File: src/rtl/telemetry_tx_pkg.sv
// telemetry_tx_pkg: constants and helpers shared by the telemetry framer and its
// byte serializer.
//   bit_div()     - cycles per bit, rounded to nearest
//   payload_sum() - modulo-256 sum of the four 16-bit telemetry words
//   FRAME_LEN     - bytes per frame (2 headers, 8 payload, 1 checksum)
//   St*           - frame FSM encodings
package telemetry_tx_pkg;

  localparam int unsigned FRAME_LEN = 11;

  localparam logic [7:0] DEFAULT_HDR0 = 8'hAA;
  localparam logic [7:0] DEFAULT_HDR1 = 8'h55;

  typedef logic [1:0] frame_state_t;

  localparam frame_state_t StIdle = 2'd0;
  localparam frame_state_t StSend = 2'd1;
  localparam frame_state_t StWait = 2'd2;
  localparam frame_state_t StFin  = 2'd3;

  // Round-to-nearest divisor; the result must be at least 2.
  function automatic int unsigned bit_div(input int unsigned clk_hz, input int unsigned baud);
    return (clk_hz + baud / 2) / baud;
  endfunction

  // Sum of the eight payload bytes, wrapping at 256.
  function automatic logic [7:0] payload_sum(input logic [15:0] a, input logic [15:0] b,
                                             input logic [15:0] c, input logic [15:0] d);
    logic [7:0] s;
    s = a[15:8] + a[7:0];
    s = s + b[15:8] + b[7:0];
    s = s + c[15:8] + c[7:0];
    s = s + d[15:8] + d[7:0];
    return s;
  endfunction

endpackage

File: src/rtl/telemetry_tx_async_transmitter.sv
// async_transmitter: single-byte 8N1 UART serializer.
//   clk, rst_n   - clock, asynchronous active-low reset
//   tx_start     - load tx_data and start a byte; accepted while idle or in
//                  the final cycle of the stop bit (gapless streaming)
//   tx_data[7:0] - byte to send, LSB first
//   TxD          - serial line, idle high, driven from a flop
//   tx_busy      - a byte is on the line
//   tx_done      - one-cycle handoff pulse, two cycles before the stop bit ends,
//                  so a one-cycle-latency controller can chain the next byte with
//                  no idle cycles on the line
module async_transmitter
  import telemetry_tx_pkg::*;
#(
  parameter int unsigned ClkFrequency = 50000000,
  parameter int unsigned Baud         = 115200
) (
  input  logic       clk,
  input  logic       rst_n,
  input  logic       tx_start,
  input  logic [7:0] tx_data,
  output logic       TxD,
  output logic       tx_busy,
  output logic       tx_done
);

  localparam int unsigned BitDiv = bit_div(ClkFrequency, Baud);
  localparam int unsigned CntW   = $clog2(BitDiv);
  localparam logic [CntW-1:0] CntLoad = CntW'(BitDiv - 1);
  localparam logic [3:0] StopBit = 4'd9;  // 0 = start, 1..8 = data, 9 = stop

  logic            busy_q, busy_d;
  logic [3:0]      bit_cnt_q, bit_cnt_d;
  logic [CntW-1:0] baud_cnt_q, baud_cnt_d;
  logic [7:0]      data_q, data_d;
  logic            txd_q, txd_d;

  logic bit_end;
  logic stop_end;
  logic load;

  // The baud counter counts down; the cycle with zero is the last one of a bit.
  assign bit_end  = (baud_cnt_q == '0);
  assign stop_end = busy_q && bit_end && (bit_cnt_q == StopBit);
  assign load     = tx_start && (!busy_q || stop_end);

  always_comb begin
    busy_d     = busy_q;
    bit_cnt_d  = bit_cnt_q;
    baud_cnt_d = baud_cnt_q;
    data_d     = data_q;
    txd_d      = txd_q;
    if (load) begin
      busy_d     = 1'b1;
      bit_cnt_d  = 4'd0;
      baud_cnt_d = CntLoad;
      data_d     = tx_data;
      txd_d      = 1'b0;
    end else if (busy_q) begin
      if (bit_end) begin
        // Reload at each boundary so bit lengths never drift.
        baud_cnt_d = CntLoad;
        if (bit_cnt_q == StopBit) begin
          busy_d    = 1'b0;
          bit_cnt_d = 4'd0;
          txd_d     = 1'b1;
        end else begin
          bit_cnt_d = bit_cnt_q + 4'd1;
          // Value of the bit that starts next: data bits, then the stop bit.
          txd_d     = (bit_cnt_q < 4'd8) ? data_q[bit_cnt_q[2:0]] : 1'b1;
        end
      end else begin
        baud_cnt_d = baud_cnt_q - CntW'(1);
      end
    end
  end

  always_ff @(posedge clk or negedge rst_n) begin
    if (!rst_n) begin
      busy_q     <= 1'b0;
      bit_cnt_q  <= 4'd0;
      baud_cnt_q <= '0;
      data_q     <= 8'h00;
      txd_q      <= 1'b1;
    end else begin
      busy_q     <= busy_d;
      bit_cnt_q  <= bit_cnt_d;
      baud_cnt_q <= baud_cnt_d;
      data_q     <= data_d;
      txd_q      <= txd_d;
    end
  end

  assign TxD     = txd_q;
  assign tx_busy = busy_q;
  assign tx_done = busy_q && (bit_cnt_q == StopBit) && (baud_cnt_q == CntW'(1));

endmodule

File: src/rtl/telemetry_tx.sv
// telemetry_tx: telemetry framer and UART transmitter.
// On an accepted send it snapshots pitch/roll/yaw/height and sends the 11-byte
// frame HDR0 HDR1 pitch_hi pitch_lo roll_hi roll_lo yaw_hi yaw_lo height_hi
// height_lo CHK as back-to-back 8N1 bytes.
//   clk, rst_n              - clock, asynchronous active-low reset
//   send                    - frame request, accepted while busy is low
//   pitch, roll, yaw, height - 16-bit words, sampled at acceptance
//   TxD                     - serial line, idle high
//   busy                    - frame in progress
//   done                    - one-cycle pulse after the last stop bit
module telemetry_tx
  import telemetry_tx_pkg::*;
#(
  parameter int unsigned ClkFrequency = 50000000,
  parameter int unsigned Baud         = 115200,
  parameter logic [7:0]  HDR0         = DEFAULT_HDR0,
  parameter logic [7:0]  HDR1         = DEFAULT_HDR1
) (
  input  logic        clk,
  input  logic        rst_n,
  input  logic        send,
  input  logic [15:0] pitch,
  input  logic [15:0] roll,
  input  logic [15:0] yaw,
  input  logic [15:0] height,
  output logic        TxD,
  output logic        busy,
  output logic        done
);

  frame_state_t state_q, state_d;
  logic [3:0]   idx_q, idx_d;
  logic         busy_q, busy_d;
  logic         done_q, done_d;

  logic [15:0]  pitch_q, roll_q, yaw_q, height_q;
  logic         latch;

  logic         tx_start;
  logic [7:0]   tx_byte;
  logic [7:0]   chk;
  logic         tx_busy;
  logic         tx_done;

  // Snapshot registers: written only on acceptance, so later input changes
  // cannot leak into a frame in flight.
  always_ff @(posedge clk or negedge rst_n) begin
    if (!rst_n) begin
      pitch_q  <= 16'h0000;
      roll_q   <= 16'h0000;
      yaw_q    <= 16'h0000;
      height_q <= 16'h0000;
    end else if (latch) begin
      pitch_q  <= pitch;
      roll_q   <= roll;
      yaw_q    <= yaw;
      height_q <= height;
    end
  end

  assign chk = payload_sum(pitch_q, roll_q, yaw_q, height_q);

  always_comb begin
    tx_byte = HDR0;
    case (idx_q)
      4'd0:    tx_byte = HDR0;
      4'd1:    tx_byte = HDR1;
      4'd2:    tx_byte = pitch_q[15:8];
      4'd3:    tx_byte = pitch_q[7:0];
      4'd4:    tx_byte = roll_q[15:8];
      4'd5:    tx_byte = roll_q[7:0];
      4'd6:    tx_byte = yaw_q[15:8];
      4'd7:    tx_byte = yaw_q[7:0];
      4'd8:    tx_byte = height_q[15:8];
      4'd9:    tx_byte = height_q[7:0];
      4'd10:   tx_byte = chk;
      default: tx_byte = HDR0;
    endcase
  end

  // Frame FSM. tx_done arrives two cycles before the stop bit ends: WAIT->SEND
  // uses one, and tx_start lands in the stop bit's final cycle, so bytes are
  // gapless. For the last byte, FIN occupies that final cycle and the registered
  // done/busy change becomes visible right after the stop bit completes.
  always_comb begin
    state_d  = state_q;
    idx_d    = idx_q;
    busy_d   = busy_q;
    done_d   = 1'b0;
    latch    = 1'b0;
    tx_start = 1'b0;
    case (state_q)
      StIdle: begin
        if (send && !busy_q && !tx_busy) begin
          latch   = 1'b1;
          busy_d  = 1'b1;
          idx_d   = 4'd0;
          state_d = StSend;
        end
      end
      StSend: begin
        tx_start = 1'b1;
        state_d  = StWait;
      end
      StWait: begin
        if (tx_done) begin
          if (idx_q == 4'(FRAME_LEN - 1)) begin
            state_d = StFin;
          end else begin
            idx_d   = idx_q + 4'd1;
            state_d = StSend;
          end
        end
      end
      StFin: begin
        done_d  = 1'b1;
        busy_d  = 1'b0;
        state_d = StIdle;
      end
      default: state_d = StIdle;
    endcase
  end

  always_ff @(posedge clk or negedge rst_n) begin
    if (!rst_n) begin
      state_q <= StIdle;
      idx_q   <= 4'd0;
      busy_q  <= 1'b0;
      done_q  <= 1'b0;
    end else begin
      state_q <= state_d;
      idx_q   <= idx_d;
      busy_q  <= busy_d;
      done_q  <= done_d;
    end
  end

  async_transmitter #(
    .ClkFrequency(ClkFrequency),
    .Baud        (Baud)
  ) u_tx (
    .clk     (clk),
    .rst_n   (rst_n),
    .tx_start(tx_start),
    .tx_data (tx_byte),
    .TxD     (TxD),
    .tx_busy (tx_busy),
    .tx_done (tx_done)
  );

  assign busy = busy_q;
  assign done = done_q;

endmodule

File: config.mk
export PLATFORM = sky130hd
export DESIGN_NAME = telemetry_tx
export DESIGN_NICKNAME = d
export VERILOG_FILES = /design/src/rtl/telemetry_tx_pkg.sv /design/src/rtl/telemetry_tx_async_transmitter.sv /design/src/rtl/telemetry_tx.sv
export SDC_FILE = /design/constraint.sdc
export NUM_CORES = 1
export LEC_CHECK = 0
export ABC_AREA = 1
export ABC_CLOCK_PERIOD_IN_PS = 5810
export BUFFER_PORTS_ARGS = -buffer_cell sky130_fd_sc_hd__buf_2
export CELL_PAD_IN_SITES_DETAIL_PLACEMENT = 1
export CELL_PAD_IN_SITES_GLOBAL_PLACEMENT = 2
export CORE_ASPECT_RATIO = 1.1
export CORE_MARGIN = 4
export CORE_UTILIZATION = 38
export CTS_CLUSTER_DIAMETER = 120
export CTS_CLUSTER_SIZE = 40
export DETAILED_ROUTE_END_ITERATION = 16
export HOLD_SLACK_MARGIN = 0.1
export PLACE_DENSITY = 0.91
export SLEW_MARGIN = 40
export SYNTH_ARGS = -nofsm -noshare
export SYNTH_HDL_FRONTEND = slang
export SYNTH_SLANG_ARGS = --single-unit
File: constraint.sdc
create_clock -name clk -period 5.81 [get_ports clk]
set_input_delay 0.2905 -clock clk [delete_from_list [all_inputs] [get_ports clk]]
set_output_delay 0.2905 -clock clk [all_outputs]
set_load 0.02 [all_outputs]
---- Yosys cells after proc, flatten, opt, wreduce, memory -nomap -nowiden ----
Index checks and enable logic that the tools add are counted.
cells by class
  shifts and indexed selects .............. 0
  $mul .................................... 0
  reductions and logical operators ........ 20
  muxes and demuxes ....................... 33
  add/sub/neg operators ................... 10
  divide/modulo/power cells ............... 0
  bitwise operators ....................... 0
  magnitude comparators ................... 2
  eq/ne operators ......................... 18
operator list
  operator                                                                       number
  8-bit case mux with 10 select lines                                            1
  8-bit adder                                                                    7
  4-bit two-way mux                                                              7
  9-bit two-way mux                                                              3
  4-bit by 3-bit == test with 1-bit output (second input constant)               4
  4-bit == test (second input constant)                                          4
  1-bit two-way mux                                                              15
  9-bit by 1-bit == test with 1-bit output (second input constant)               1
  9-bit logical NOT                                                              1
  9-bit by 1-bit subtractor with 9-bit output (second input constant)            1
  4-bit by 1-bit adder with 4-bit output (second input constant)                 2
  4-bit by 2-bit == test with 1-bit output (second input constant)               2
  2-bit case mux with 4 select lines                                             1
  4-bit case mux with 2 select lines                                             1
  2-bit nonzero test                                                             4
  1-bit logical AND                                                              7
  2-bit two-way mux                                                              3
  2-bit != test (second input constant)                                          3
  2-bit AND reduction                                                            3
  2-bit == test (second input constant)                                          2
  4-bit by 1-bit == test with 1-bit output (second input constant)               1
  3-bit by 4-bit less-than comparator with 1-bit output (second input constant)  1
  4-bit less-than comparator (second input constant)                             1
  4-bit AND reduction                                                            1
  other kinds (6)                                                                7
word-level totals
  bits in writable memories ............... 0
  register bits ........................... 95
  memories ................................ 0
  latch bits .............................. 0
  logic and storage cells ................. 96
  bits in read-only memories .............. 0

---- Depth between registers and ports, before layout ----
Gate-level depths: netlist of the first run.
  depth after elaboration ................. 8
  mapped depth ............................ 20

---- Hierarchy ----
Synthesis of the first run repeated with hierarchy kept, for this count alone.
unflattened totals
  cell total of the unflattened synthesis .. 744
  area, all modules ....................... 6,094.6 µm²
modules (own cells, without submodules)
  module             times used  cells an instance  area an instance (µm²)
  telemetry_tx       1           580                4,759.6
  async_transmitter  1           164                1,335.0

---- Worst setup path after synthesis of the first run ----
No wires, ideal clock.
  kind .................................... reg-to-reg
  start point ............................. reg pitch_q[2]
  end point ............................... reg u_tx.data_q[6]
  slack ................................... 1.921 ns
  path buffers ............................ 0
  arrival time ............................ 3.773 ns
  cell stages (with the launch flop) ...... 19
  cell sequence ........................... dfrtp_1 > inv_1 > fa_1 > inv_1 > fa_1 > fa_1 > inv_1 > fa_1 > inv_1 > ha_1 > inv_1 > fa_1 > o21bai_1 > a21oi_1 > and2_1 > o21ai_0 > nand3_1 > nand2_1 > nand2_1
between the ends
  cells in the longest elaborated chain, start to end .. 8
RTL lines
  item                                 RTL line                              text
  from (decl)                          telemetry_tx.sv:36                    logic [15:0] pitch_q, roll_q, yaw_q, height_q;
  from (signal assigned)               telemetry_tx.sv:54                    pitch_q <= pitch;
  8-bit adder                          telemetry_tx_pkg.sv:30                s = a[15:8] + a[7:0];
  8-bit adder (2 in series)            telemetry_tx_pkg.sv:31                s = s + b[15:8] + b[7:0];
  8-bit adder (2 in series)            telemetry_tx_pkg.sv:32                s = s + c[15:8] + c[7:0];
  8-bit adder (2 in series)            telemetry_tx_pkg.sv:33                s = s + d[15:8] + d[7:0];
  8-bit case mux with 10 select lines  telemetry_tx.sv:65                    case (idx_q)
  to (signal assigned)                 telemetry_tx_async_transmitter.sv:88  data_q <= data_d;
  to (decl)                            telemetry_tx_async_transmitter.sv:34  logic [7:0] data_q, data_d;
Every way passes these cells.
A chain may end at the register's enable or synchronous reset.

---- Worst setup path in the final report of the first run ----
Ends and elaborated chain as after synthesis.

==> key figures, run 1 <==
Run status
  • Run status: completed

Clock tree
  • Clk Latency, worst-skew pair: 0.35 ns
  • Worst-case clock buffer depth: 2
  • CTS tree: yes
  • # H-tree levels: 3
  • Clk sinks: 95
  • Clk root buf: clkbuf_16
  • CTS clk-pin slew, worst paths: 0.07 ns
  • Total CTS buffers: 9

Power
  • Pwr Density: 195 nW/um2
  • Peak VDD IR: 0.122 mV
  • Total Power: 1.34 mW
  • Leak: 3.70 nW

Synth
  • Adder-Cell Fraction of Synth Area: 15.9%
  • Netlist cell types: 47
  • Post-synthesis cell area: 6010 um2
  • Yosys top cell area share: 39.2%
  • Net Count, Synth: 838
  • FF+latch count, synth: 95
  • Largest family of logic cells by synthesized area: simple AND/OR/NAND/NOR gates
  • Top post-synthesis cells by count: inv_1 (152), nand2_1 (112), dfrtp_1 (94)
  • Syn Area/Cell: 8.37 um2
  • Async SR Flop Fraction: 100%
  • Top FF cell, synth: dfrtp_1
  • Post-synth EDFFs: 0
  • Cell taking the most area after synthesis: dfrtp_1
  • Synth warn: 0
  • Synth top area cells: dfrtp_1 (39%), fa_1 (13%), inv_1 (9.5%), nand2_1 (7.0%), a21oi_1 (5.7%)
  • Post-synthesis compound-gate area fraction: 12.5%
  • Post-synthesis mux area share: 1.50%
  • Simple-Gate Fraction of Synth Area: 18.4%
  • Seq/Total Area, Yosys: 39.6%
  • Gate count of the mapped netlist: 718
  • Synth Area in XOR/XNOR: 0.729%
  • Top-count cell post-synth: inv_1

Layout
  • Share of layout cells above drive strength 1: 15.7%
  • Final instance area: 6870 um2
  • Layout Cells excl Fill: 987
  • Nets: 906
  • Area Overhead vs Synth: 14.3%
  • Number of diodes: 0

Detailed routing
  • Vias/cell: 5.07
  • WL final: 16.8 mm
  • TritonRoute pass-1 iters: 4
  • Routed len/inst: 17.0 um
  • 1st-iter DRT viols: 245
  • DRC Markers: 0
  • Routed Antenna Nets: 0
  • Vias post-DR: 5007

Floorplan
  • Die extent in x: 128 um
  • Die height: 140 um
  • Starting density of the core: 39.3%
  • Row count: 47
  • Core Footprint: 15300 um2
  • Die area: 17900 um2
  • # IOs: 70

Critical path
  • Crit path max fanout: 3
  • Slowest-stage cell, CP: fa_1
  • Crit-path cells: inv_1 -> fa_1 -> inv_1 -> fa_1 -> fa_1 -> inv_1 -> fa_1 -> inv_1 -> ha_1 -> inv_1 -> fa_1 -> o21bai_1 -> a21oi_1 -> and2_1 -> o21ai_0 -> nand3_1 -> nand2_1 -> nand2_1
  • Slowest stage delay, CP: 0.58 ns
  • Worst path required time: 6.05 ns
  • Critical path class: reg2reg
  • Crit path launch type: flop
  • Critical path data arrival time: 4.50 ns
  • Critical path capture point type: flop

Timing
  • Setup_tns: 0 ns
  • Max Slew Vio Count: 0
  • Max_slew headroom: 53.8%
  • Worst setup margin: 1.55 ns
  • Final Skew: 0.00607 ns
  • Unrepaired setup endpoints after global routing: false
  • Fmax: 0.235 GHz
  • Final hold violations: 0
  • Final setup fails: 0
  • Min Tclk post-route: 4.26 ns
  • Pin slew with the least headroom to its limit: 0.693 ns
  • Final worst-path cycle share: 73.3%

Global route
  • Gr usage total: 19.7%
  • Global route total overflow: 0
  • Antenna violations before repair: 0
  • Largest net degree at the start of global routing: 62
  • Vias in the first global route: 5646
  • First-pass GRT wire length: 27.9 mm

Run
  • Max_cap viols: 0

Placed design
  • Port buffer count: 69
  • DP Area: 6540 um2
  • Pre-CTS setup slack: 1.62 ns
  • GP Congestion: 0.887
  • DP Cell Count: 970
  • Hpwl dp: 12.9 mm

Hold path
  • Hold crit path type: in2reg
[critical path: cells and delay by family (launching register included)]
family	cells	cell delay [ns]
adder cells (fa/ha/maj)	6	2.68
AO/OA/AOI/OAI	3	0.42
buffers and inverters	5	0.36
flip-flops	1	0.33
AND/OR/NAND/NOR	4	0.36
[state kept, by name, indices dropped and copies added (netlist names)]
register and flops:
roll_q 16, u_tx.TxD 1, yaw_q 16, u_tx.data_q 8
u_tx.tx_busy 1, height_q 16, done 1, state_q 2
busy 1, u_tx.bit_cnt_q 4, idx_q 4, pitch_q 16
u_tx.baud_cnt_q 9
[layout make-up]
type | count | area, um2
fill | 1876 | 8420
multi-input combinational | 450 | 2960
sequential | 95 | 2380
inverter | 158 | 598
timing repair buffer | 72 | 377
tap | 196 | 245
clock buffer | 9 | 225
clock inverter | 7 | 87.6
[logic make-up (layout without fill, tap and decap cells)]
logic type | after synthesis | after routing
AO/OA/AOI/OAI | 130 | 130
XOR/XNOR | 5 | 5
adder cells (fa/ha/maj) | 53 | 53
buffers and inverters | 173 | 246
flip-flops | 95 | 95
multiplexers | 8 | 8
AND/OR/NAND/NOR | 254 | 254
[per-layer routing]
metal,share of wire [%],vias up,track usage [%]
li1,-,2373,-
met5,0,-,0
met4,2.9,0,9.16
met3,2.7,30,2.45
met2,53,77,34.6
met1,41,2527,23.9
[layout by cell type, fill, tap and decap left out, drive strengths merged, types with 3 or more instances in the layout]
master	Yosys	final
inv	157	157
nand2	116	116
dfrtp	94	94
nor2	94	94
buf	13	71
a21oi	68	68
fa	39	39
o21ai	27	27
nand3	24	24
o22ai	17	17
ha	14	14
clkbuf	2	9
mux2	8	8
nor3	7	7
nand4	6	6
xor2	5	5
clkinv	1	5
a31oi	3	3
nor4	3	3
o31ai	3	3
[where the power goes]
part	internal (mW)	total, mW	switching [mW]	leakage (nW)
registers	0.661	0.661	0	1.03
logic	0.0167	0.0366	0.0199	2.52
clock network	0.374	0.641	0.267	0.155
total	1.05	1.34	0.287	3.70
[final timing paths]
| path | cells past startpoint | slack (ns) | endpoint | start |
|---|---|---|---|---|
| worst max register to register | 18 | 1.55 | u_tx.data_q[6] | pitch_q[2] |
| min in group asynchronous | 2 | 0.44 | done | rst_n |
| worst min-delay path | 2 | 0.16 | yaw_q[5] | yaw[5] |
| worst min register to register | 2 | 0.51 | u_tx.baud_cnt_q[8] | u_tx.baud_cnt_q[8] |
| worst max-delay path | 18 | 1.55 | u_tx.data_q[6] | pitch_q[2] |
| max in group asynchronous | 3 | 4.44 | yaw_q[0] | rst_n |
[stage by stage]
step                hold WS (ns)  utilization (%)
finish                     0.163             44.9
CTS                        0.152             44.9
global route               0.154             44.9
global placement           0.294             42.8
floorplan               -0.00509                -
detailed placement         0.297             42.8
[timing repair]
action,CTS,global route
resized for setup,0,0
buffers inserted,0,0
endpoints found under the hold margin,36,0
hold buffers,1,0
setup endpoints to repair,0,0
(Power assumes the default switching activity.)
==> inputs of run 2 (changes only) <==
--- a/config.mk
+++ b/config.mk
@@ -5,19 +5,19 @@
 export SDC_FILE = /design/constraint.sdc
 export NUM_CORES = 1
 export LEC_CHECK = 0
-export ABC_AREA = 1
-export ABC_CLOCK_PERIOD_IN_PS = 5810
+export ABC_AREA = 0
+export ABC_CLOCK_PERIOD_IN_PS = 3900
 export BUFFER_PORTS_ARGS = -buffer_cell sky130_fd_sc_hd__buf_2
 export CELL_PAD_IN_SITES_DETAIL_PLACEMENT = 1
 export CELL_PAD_IN_SITES_GLOBAL_PLACEMENT = 2
 export CORE_ASPECT_RATIO = 1.1
 export CORE_MARGIN = 4
-export CORE_UTILIZATION = 38
+export CORE_UTILIZATION = 34
 export CTS_CLUSTER_DIAMETER = 120
 export CTS_CLUSTER_SIZE = 40
 export DETAILED_ROUTE_END_ITERATION = 16
 export HOLD_SLACK_MARGIN = 0.1
-export PLACE_DENSITY = 0.91
+export PLACE_DENSITY = 0.83
 export SLEW_MARGIN = 40
 export SYNTH_ARGS = -nofsm -noshare
 export SYNTH_HDL_FRONTEND = slang
==> constraint.sdc (replaced) <==
create_clock -name clk -period 3.9 [get_ports clk]
set_input_delay 0.195 -clock clk [delete_from_list [all_inputs] [get_ports clk]]
set_output_delay 0.195 -clock clk [all_outputs]
set_load 0.02 [all_outputs]
==> key figures, run 2 <==
Synth
  • Yosys top cell area share: 40.4% (+1.3 points)
  • Cell taking the most area after synthesis: dfrtp_1
  • Gate count of the mapped netlist: 588 (-18%)
  • Post-synthesis compound-gate area fraction: 15.1% (+2.6 points)
  • Seq/Total Area, Yosys: 40.9% (+1.3 points)
  • Post-synthesis mux area share: 6.54% (+5.0 points)
  • Synth top area cells: dfrtp_1 (40%), fa_1 (13%), inv_1 (6.0%), mux2_2 (5.4%), o21ai_0 (4.8%)
  • Synth warn: 0 (unchanged)
  • Top post-synthesis cells by count: dfrtp_1 (94), inv_1 (93), nand2_1 (66)
  • Net Count, Synth: 708 (-16%)
  • Largest family of logic cells by synthesized area: adder cells
  • Post-synth EDFFs: 0 (unchanged)
  • Syn Area/Cell: 9.89 um2 (+18%)
  • Top FF cell, synth: dfrtp_1
  • Synth Area in XOR/XNOR: 3.40% (+2.7 points)
  • Top-count cell post-synth: dfrtp_1
  • FF+latch count, synth: 95 (unchanged)
  • Netlist cell types: 49 (+4.3%)
  • Post-synthesis cell area: 5820 um2 (-3.2%)
  • Async SR Flop Fraction: 100% (unchanged)
  • Simple-Gate Fraction of Synth Area: 9.32% (-9.1 points)
  • Adder-Cell Fraction of Synth Area: 16.4% (+0.53 points)

Layout
  • Share of layout cells above drive strength 1: 28.4% (+13 points)
  • Area Overhead vs Synth: 34.8%
  • Nets: 883 (-2.5%)
  • Final instance area: 7840 um2 (+14%)
  • Layout Cells excl Fill: 972 (-1.5%)
  • Number of diodes: 0 (unchanged)
  • Final design utilization: 47.3% (+2.4 points)
  • Commonest non-fill, non-tap cell in the layout: dfrtp_1
  • Fill cells: 1873 (-0.16%)
  • Most frequent cells in the layout: dfrtp_1 (93), inv_1 (75), buf_2 (68)

Timing
  • Final Skew: 0.00611 ns (+0.0000415 ns)
  • Pin slew with the least headroom to its limit: 0.744 ns (+0.0517 ns)
  • Max_slew headroom: 50.4% (-3.4 points)
  • Min Tclk post-route: 4.15 ns (-0.113 ns)
  • Hold_ws: 0.107 ns (-0.0564 ns)
  • Unrepaired setup endpoints after global routing: true
  • Final worst-path cycle share: 106% (+33 points)
  • Max Slew Vio Count: 0 (unchanged)
  • Fmax: 0.241 GHz (+2.7%)
  • Final setup fails: 2 (+2)
  • Worst setup margin: -0.246 ns (-1.80 ns)
  • Final hold violations: 0 (unchanged)

Placed design
  • DP Area: 6800 um2 (+3.8%)
  • GP Congestion: 0.780 (-12%)
  • Hpwl dp: 11.5 mm (-10%)
  • Port buffer count: 69 (unchanged)
  • DP Cell Count: 889 (-8.4%)

Critical path
  • Slowest stage delay, CP: 0.55 ns (-0.03 ns)
  • Crit path max fanout: 3 (unchanged)
  • Crit path launch type: flop
  • Critical Path End: u_tx.data_q[7]
  • R2R Path Start: roll_q[13]
  • Critical path class: reg2reg
  • Worst reg-to-reg setup slack: -0.25 ns (-1.80 ns)
  • Crit-path cells: fa_1 -> inv_1 -> fa_1 -> inv_2 -> fa_1 -> inv_1 -> fa_1 -> inv_1 -> ha_4 -> o21ai_1 -> o21bai_1 -> a21oi_1 -> xnor3_1 -> a2111oi_2 -> a21oi_1
  • Worst path required time: 4.13 ns (-1.92 ns)
  • Critical path capture point type: flop
  • Crit path top cell by count: fa_1
  • Setup crit start: roll_q[13]
  • Slowest-stage cell, CP: fa_1
  • Critical path data arrival time: 4.38 ns (-0.12 ns)
  • R2r endpoint: u_tx.data_q[7]
  • R2R depth: 15 (-3)

Detailed routing
  • TritonRoute pass-1 iters: 4 (unchanged)
  • 1st-iter DRT viols: 240 (-2.0%)
  • Routed Antenna Nets: 0 (unchanged)
  • Vias post-DR: 4839 (-3.4%)
  • WL final: 16.9 mm (+0.91%)
  • Vias/cell: 4.98 (-1.9%)
  • Routed len/inst: 17.4 um (+2.5%)
  • DRC Markers: 0 (unchanged)

Global route
  • Vias in the first global route: 5586 (-1.1%)
  • First-pass GRT wire length: 28.2 mm (+1.3%)
  • Global route total overflow: 0 (unchanged)
  • Largest net degree at the start of global routing: 61 (-1.6%)
  • Antenna violations before repair: 0 (unchanged)
  • Gr usage total: 18.2% (-1.6 points)

Clock tree
  • Clk sinks: 95 (unchanged)
  • Worst-case clock buffer depth: 2 (unchanged)
  • CTS clk-pin slew, worst paths: 0.07 ns (about the same)
  • Clk root buf: clkbuf_16
  • Clk Latency, worst-skew pair: 0.36 ns (about the same)
  • Total CTS buffers: 9 (unchanged)
  • CTS tree: yes
  • # H-tree levels: 3 (unchanged)

Floorplan
  • Core Footprint: 16600 um2 (+8.3%)
  • Die extent in x: 133 um (+3.8%)
  • Die area: 19300 um2 (+7.7%)
  • Row count: 49 (+4.3%)
  • Starting density of the core: 35.1% (-4.2 points)
  • Die height: 145 um (+3.8%)
  • # IOs: 70 (unchanged)

Run
  • Max_cap viols: 0 (unchanged)

Power
  • Total Power: 2.13 mW (+59%)
  • Leak: 3.65 nW (-1.2%)
  • Peak VDD IR: 0.200 mV (+64%)
  • Pwr Density: 272 nW/um2 (+40%)

Run status
  • Failing checks: negative setup slack
  • Run status: complete, but fails checks

Hold path
  • Hold crit path type: in2reg
run 2: final cells by class:
type	instances	area [um2]	share of cell area (%)
Sequential cell	95	2380	30.4
Clock inverter	7	120	1.53
Clock buffer	9	225	2.87
Timing Repair Buffer	195	1460	18.6
Tap cell	204	255	3.26
Inverter	93	349	4.45
Multi-Input combinational cell	369	3050	39.0
run 2: power by group:
group          total [mW]  switching (mW)  internal (mW)
clock                1.04           0.415          0.629
combinational       0.105          0.0390         0.0658
sequential          0.984               0          0.984
run 2: logic make-up (layout without fill, tap and decap cells):
family	count (synthesis)	in the layout
DFF	95	95
muxes	32	32
adders and majority gates	53	53
xor gates and xnor gates	21	21
AOI/OAI and AO/OA	141	141
buffers and inverters	124	304
and+or+nand+nor	122	122
run 2: per-layer routing:
metal	vias up	track usage [%]	part of all wire (%)
li1	2298	-	-
met1	2447	21.9	42
met2	79	33.0	54
met3	15	2.70	2.5
met4	0	6.24	1.3
met5	-	0	0
run 2: through the flow:
step / worst slack [ns] / setup TNS [ns]
final: -0.246 / -0.389
after global routing: -0.422 / -1.00
after CTS: -0.284 / -0.572
after detailed placement: -0.273 / -0.596
after global placement: -0.138 / -0.237
after floorplan: 0.0152 / 0
run 2: worst min path at each step:
| stage | from | end | slack, ns | depth (start not counted) |
|---|---|---|---|---|
| after global routing | pitch[8] | pitch_q[8] | 0.10 | 2 |
| after floorplan | rst_n | busy | -0.10 | 0 |
| final | pitch[8] | pitch_q[8] | 0.11 | 2 |
| after CTS | pitch[8] | pitch_q[8] | 0.10 | 2 |
| after detailed placement | rst_n | busy | 0.34 | 1 |
| after global placement | rst_n | done | 0.33 | 1 |
run 2: timing repair:
item,in CTS,in global routing
endpoints found under the hold margin,120,0
setup endpoints to repair,4,5
gates resized for setup,10,12
hold buffers,63,0
pin swaps,7,21
setup buffers,2,2
run 2: critical path: cells and delay by family, from the launching register on:
family | cells | cell delay, ns
adder cells (fa/ha/maj) | 5 | 2.36
XOR/XNOR | 1 | 0.26
buffers and inverters | 4 | 0.21
AO/OA/AOI/OAI | 5 | 0.77
flip-flops | 1 | 0.40
